$ cat src/rtl/vga_timing_gen.sv
`default_nettype none
// ============================================================================
// Module   : vga_timing_gen
// Summary  : Display timing generator. Pixel ticks come from rising edges of
//            pix_clk_div sampled in the clk_in domain. Optional colour-bar
//            output on rgb when VGA_TEST_PATTERN_EN is defined.
// Revision : 1.0 - initial release
// ============================================================================
module vga_timing_gen #(
  parameter int H_ACTIVE = 640,
  parameter int H_FP     = 16,
  parameter int H_SYNC   = 96,
  parameter int H_BP     = 48,
  parameter int V_ACTIVE = 480,
  parameter int V_FP     = 10,
  parameter int V_SYNC   = 2,
  parameter int V_BP     = 33,
  parameter bit SYNC_POL = 1'b0,
  parameter int CNT_W    = 10
) (
  input  logic             clk_in,
  input  logic             reset,
  input  logic             pix_clk_div,
  output logic             hsync,
  output logic             vsync,
  output logic             de,
  output logic [CNT_W-1:0] x,
  output logic [CNT_W-1:0] y,
  output logic             line_start,
  output logic             frame_start
`ifdef VGA_TEST_PATTERN_EN
  ,
  output logic [11:0]      rgb
`endif
);

  localparam int H_TOTAL = H_ACTIVE + H_FP + H_SYNC + H_BP;
  localparam int V_TOTAL = V_ACTIVE + V_FP + V_SYNC + V_BP;

  localparam logic [CNT_W-1:0] c_H_LAST       = CNT_W'(H_TOTAL - 1);
  localparam logic [CNT_W-1:0] c_H_FP_START   = CNT_W'(H_ACTIVE);
  localparam logic [CNT_W-1:0] c_H_SYNC_START = CNT_W'(H_ACTIVE + H_FP);
  localparam logic [CNT_W-1:0] c_H_BP_START   = CNT_W'(H_ACTIVE + H_FP + H_SYNC);
  localparam logic [CNT_W-1:0] c_V_LAST       = CNT_W'(V_TOTAL - 1);
  localparam logic [CNT_W-1:0] c_V_FP_START   = CNT_W'(V_ACTIVE);
  localparam logic [CNT_W-1:0] c_V_SYNC_START = CNT_W'(V_ACTIVE + V_FP);
  localparam logic [CNT_W-1:0] c_V_BP_START   = CNT_W'(V_ACTIVE + V_FP + V_SYNC);

  typedef enum logic [1:0] {
    ST_ACTIVE = 2'd0,
    ST_FRONT  = 2'd1,
    ST_SYNC   = 2'd2,
    ST_BACK   = 2'd3
  } region_t;

  function automatic region_t decode_region(
    input logic [CNT_W-1:0] cnt,
    input logic [CNT_W-1:0] fp_start,
    input logic [CNT_W-1:0] sync_start,
    input logic [CNT_W-1:0] bp_start
  );
    if (cnt < fp_start)        return ST_ACTIVE;
    else if (cnt < sync_start) return ST_FRONT;
    else if (cnt < bp_start)   return ST_SYNC;
    else                       return ST_BACK;
  endfunction

  logic             r_pix_q;
  logic             w_tick;
  logic             w_h_wrap;
  logic [CNT_W-1:0] r_hcnt;
  logic [CNT_W-1:0] r_vcnt;
  logic [CNT_W-1:0] w_hcnt_nxt;
  logic [CNT_W-1:0] w_vcnt_nxt;
  region_t          r_h_state;
  region_t          r_v_state;
  region_t          w_h_state_nxt;
  region_t          w_v_state_nxt;
  logic             w_de_nxt;

  // Regions are decoded from the post-tick counts so every output moves on
  // the same clk_in edge as the counters.
  always_comb begin
    w_tick        = pix_clk_div & ~r_pix_q;
    w_h_wrap      = (r_hcnt == c_H_LAST);
    w_hcnt_nxt    = r_hcnt;
    w_vcnt_nxt    = r_vcnt;
    w_h_state_nxt = r_h_state;
    w_v_state_nxt = r_v_state;
    if (w_tick) begin
      w_hcnt_nxt = w_h_wrap ? '0 : r_hcnt + CNT_W'(1);
      if (w_h_wrap) begin
        w_vcnt_nxt = (r_vcnt == c_V_LAST) ? '0 : r_vcnt + CNT_W'(1);
      end
      w_h_state_nxt = decode_region(w_hcnt_nxt, c_H_FP_START, c_H_SYNC_START, c_H_BP_START);
      w_v_state_nxt = decode_region(w_vcnt_nxt, c_V_FP_START, c_V_SYNC_START, c_V_BP_START);
    end
    w_de_nxt = (w_h_state_nxt == ST_ACTIVE) && (w_v_state_nxt == ST_ACTIVE);
  end

  // pix_q resets high so a level already high at release is not a tick.
  always_ff @(posedge clk_in or posedge reset) begin
    if (reset) begin
      r_pix_q     <= 1'b1;
      r_hcnt      <= c_H_LAST;
      r_vcnt      <= c_V_LAST;
      r_h_state   <= ST_BACK;
      r_v_state   <= ST_BACK;
      hsync       <= ~SYNC_POL;
      vsync       <= ~SYNC_POL;
      de          <= 1'b0;
      x           <= '0;
      y           <= '0;
      line_start  <= 1'b0;
      frame_start <= 1'b0;
    end else begin
      r_pix_q     <= pix_clk_div;
      r_hcnt      <= w_hcnt_nxt;
      r_vcnt      <= w_vcnt_nxt;
      r_h_state   <= w_h_state_nxt;
      r_v_state   <= w_v_state_nxt;
      hsync       <= (w_h_state_nxt == ST_SYNC) ? SYNC_POL : ~SYNC_POL;
      vsync       <= (w_v_state_nxt == ST_SYNC) ? SYNC_POL : ~SYNC_POL;
      de          <= w_de_nxt;
      line_start  <= w_tick && (w_hcnt_nxt == '0);
      frame_start <= w_tick && (w_hcnt_nxt == '0) && (w_vcnt_nxt == '0);
      if (w_tick) begin
        x <= w_hcnt_nxt;
        y <= w_vcnt_nxt;
      end
    end
  end

`ifdef VGA_TEST_PATTERN_EN
  localparam int BAR_W = H_ACTIVE / 8;

  logic [7:1] w_bar_ge;
  logic [11:0] w_colour;

  // Thermometer of bar boundaries; comparators avoid a divider.
  generate
    for (genvar k = 1; k < 8; k++) begin : g_bar_cmp
      assign w_bar_ge[k] = (w_hcnt_nxt >= CNT_W'(k * BAR_W));
    end
  endgenerate

  always_comb begin
    w_colour = 12'hFFF;
    if (w_bar_ge[7])      w_colour = 12'h000;
    else if (w_bar_ge[6]) w_colour = 12'h00F;
    else if (w_bar_ge[5]) w_colour = 12'hF00;
    else if (w_bar_ge[4]) w_colour = 12'hF0F;
    else if (w_bar_ge[3]) w_colour = 12'h0F0;
    else if (w_bar_ge[2]) w_colour = 12'h0FF;
    else if (w_bar_ge[1]) w_colour = 12'hFF0;
  end

  always_ff @(posedge clk_in or posedge reset) begin
    if (reset) begin
      rgb <= 12'h000;
    end else if (w_tick) begin
      rgb <= w_de_nxt ? w_colour : 12'h000;
    end
  end
`endif

endmodule
`default_nettype wire

$ cat config.mk
export PLATFORM = sky130hd
export DESIGN_NAME = vga_timing_gen
export DESIGN_NICKNAME = d
export VERILOG_FILES = /design/src/rtl/vga_timing_gen.sv
export SDC_FILE = /design/constraint.sdc
export NUM_CORES = 1
export LEC_CHECK = 0
export CAP_MARGIN = 20
export CORE_ASPECT_RATIO = 0.75
export CORE_UTILIZATION = 57
export DETAILED_ROUTE_END_ITERATION = 16
export PLACE_DENSITY_LB_ADDON = 0.3
export SLEW_MARGIN = 10
export SYNTH_ARGS = -nofsm -noshare
export SYNTH_HDL_FRONTEND = slang
export SYNTH_SLANG_ARGS = --single-unit
$ cat constraint.sdc
create_clock -name clk_in -period 3.3 [get_ports clk_in]
set_input_delay 0.99 -clock clk_in [delete_from_list [all_inputs] [get_ports clk_in]]
set_output_delay 0.99 -clock clk_in [all_outputs]
set_load 0.1 [all_outputs]
==> run summary <==
Result of the run = finished clean
Wire length on met1 = 3270 um
Setup repair after global routing missed its margin = no
Num Clock Sinks = 50
Synthesized instance count = 305
First-pass GRT wire length = 11700 um
Share of the core filled with cells in the final layout = 70.7%
Complex-gate fraction of the synthesized area = 17.4%
Number of antenna violations at the first check in global routing = 0
Total Wirelength = 6940 um
Number of library cell types mapped by synthesis = 61
Largest area contributor in the synthesized netlist = dfrtp_1
Placed cell area = 3120 sq um
Total track usage = 30.2%
Max-cap violation count = 0
Required time at the endpoint of the critical path = 3.52 ns
Die area = 5130 sq um
Met2 wire length = 2870 um
Post-route DRC = 0
Cell area after layout = 3210 sq um
Share of synthesized area spent on multiplexers = 0.725%
Highest metal layer used by the detailed router = met4
Number of buffers created by CTS = 5
Vias = 2482
Max-slew violation total from the final report = 0
Worst clock skew = 0.0105 ns
Asr flop ratio synth = 100%
Share of the synthesized area in the top cell type = 29.9%
Clock tree root buffer cell = clkbuf_8
Post-Synth Adder-Cell Area = 1.36%
Global-route congestion overflow total = 0
Antenna diodes = 0
Pwr Density = 626 nW/um^2
Fin. Hold Viols = 0
Max-slew headroom at the worst pin = 64.7%
Sequential share of the synthesized area = 46.1%
Area of all sequential standard cells = 1270 sq um
HP Class = register to register
Mean number of vias per cell = 6.24
Arrival time of data at the critical path endpoint = 3.37 ns
Pre-Repair DR Iteration Count = 6
Startpoint Class = primary input
IO Count = 28
DIE HEIGHT = 62.3 um
Setup violation total in the final timing report = 0
X dimension of the die = 82.4 um
Most common cell in the synthesized netlist = nand2_1
Worst VDD drop = 0.366 mV
Slew @ Worst Pin = 0.529 ns
Number of nets in the layout = 346
Maximum clock rate = 317 MHz
Last weighted congestion value of the routability-driven placer = 0.907
Net count of the mapped netlist = 311
Routed wire length on met3 = 668 um
Synthesized-area fraction occupied by and/or/nand/nor cells = 25.7%
Total of buffers placed on input and output ports = 27
Final critical path time including I/O delays and setup = 3.15 ns
H-tree lvl count = 2
Placed wire-length estimate after detailed placement = 5130 um
Avg Synthesized Cell Area = 9.06 sq um
Post-Syn Area = 2760 sq um
Worst-case clock buffer depth = 2
Initial core utilization = 60.8%
Reported leakage power = 1.32 nW
Row count = 21
Count of nets left with antenna violations after detail routing = 0
Worst-skew pair later-pin latency = 0.30 ns
Combinational family with the most area after synthesis = simple AND/OR/NAND/NOR gates
Synthesized-area fraction occupied by xor and xnor cells = 4.12%
Predominant post-synthesis flop cell = dfrtp_1
Area grow syn2layout = 16.3%
CTS clk-pin slew, worst paths = 0.09 ns
Synthesis-stage register bit count = 50
Final-layout setup total negative slack = 0 ns
Post-route clock period utilization = 95.5%
CTS tree = done
Highest net fanout along the worst path = 3
Critical path class = primary input to register
Total power consumption of the routed design = 2.01 mW
Sort of element at the end of the critical path = register
Share of cells above drive strength 1 = 24.3%
Largest net degree at the start of global routing = 26
Post-synth EDFFs = 0
Commonest cells post-synth = nand2_1, dfrtp_1, nor2_1
Cell types occupying the most area after synthesis = dfrtp_1, dfstp_2, nand2_1
Layout fillers = 374
Number of global-route vias before repair = 2325
Area of the multi-input gates = 1370 sq um
First-iteration detailed-routing DRC count = 246
Routed length per instance = 17.4 um
Yosys warns = 0
Area inside the core boundary = 4550 sq um
-- critical path, cell delays in order --
cell and delay (ns):
clkdlybuf4s50_1 0.49, nand2b_1 0.10, nor4_2 0.31, xor2_1 0.14, a2111oi_1 0.39, and4bb_1 0.28
or4b_1 0.48, nor3_2 0.18
-- cells in the final DEF (no fill, tap or decap), types with 4 or more instances in the layout --
cell type / count
dfstp_2: 17
a31oi_1: 7
o21a_1: 4
clkbuf_8: 6
nor3_1: 16
nand2_1: 41
nand3_1: 11
nand4_1: 5
o21ai_0: 18
inv_1: 8
dfrtp_1: 33
nand2b_1: 4
a21oi_1: 14
buf_4: 47
xnor2_1: 9
xor2_1: 4
nor4_1: 7
o31ai_1: 5
nor2_1: 24
-- report_power, final --
group | internal (mW) | switching (mW)
logic | 0.205 | 0.583
registers | 0.731 | 0.123
clock network | 0.170 | 0.199
total | 1.11 | 0.905
-- registers in the layout (all words and copies together), names as in the netlist, 2 cells and up --
signal and flops:
r_hcnt 10, x 10, r_h_state 2, r_vcnt 10, y 10, r_v_state 2
-- worst paths after layout --
check / start / endpoint / slack, ns / cells past startpoint
max: pix_clk_div / frame_start / 0.15 / 8
min: r_h_state[1] / r_h_state[1] / 0.49 / 2
max reg2reg: r_hcnt[1] / frame_start / 0.28 / 8
min reg2reg: r_h_state[1] / r_h_state[1] / 0.49 / 2
max in group asynchronous: reset / r_hcnt[2] / 1.51 / 3
min in group asynchronous: reset / y[2] / 1.05 / 2
-- stage by stage --
stage	setup WS, ns	cells	hold WS [ns]
4_1_cts	0.0719	398	0.486
2_1_floorplan	0.547	305	0.453
6_report	0.150	398	0.486
3_5_place_dp	-0.236	390	0.471
5_1_grt	0.0140	398	0.526
3_3_place_gp	-0.0617	390	0.464
-- area by class of cell --
class	instances	area share, %
Timing Repair Buffer	49	11.6
Sequential cell	50	39.6
Multi-Input combinational cell	225	42.7
Tap cell	57	2.22
Inverter	9	1.05
Clock inverter	1	0.156
Clock buffer	7	2.69
-- metal layers --
layer / GRT usage (%) / up-vias
met5: 0 / -
met4: 10.3 / 0
met3: 7.35 / 17
met2: 39.6 / 128
met1: 47.7 / 1155
li1: - / 1182
-- timing repair --
| item | CTS | global route |
|---|---|---|
| setup buffers | 0 | 0 |
| resized for setup | 0 | 2 |
| endpoints found under the setup margin | 0 | 1 |
| hold buffers | 0 | 0 |
-- cells by family (layout without fill, tap and decap cells) --
| kind of cell | count (synthesis) | count (layout) |
|---|---|---|
| buffers and inverters | 30 | 66 |
| AND/OR/NAND/NOR | 134 | 134 |
| XOR/XNOR | 13 | 13 |
| AO/OA/AOI/OAI | 73 | 73 |
| multiplexers | 2 | 2 |
| flip-flops | 50 | 50 |
| adder cells (fa/ha/maj) | 3 | 3 |
No activity file was read; power rests on OpenSTA's default activity.
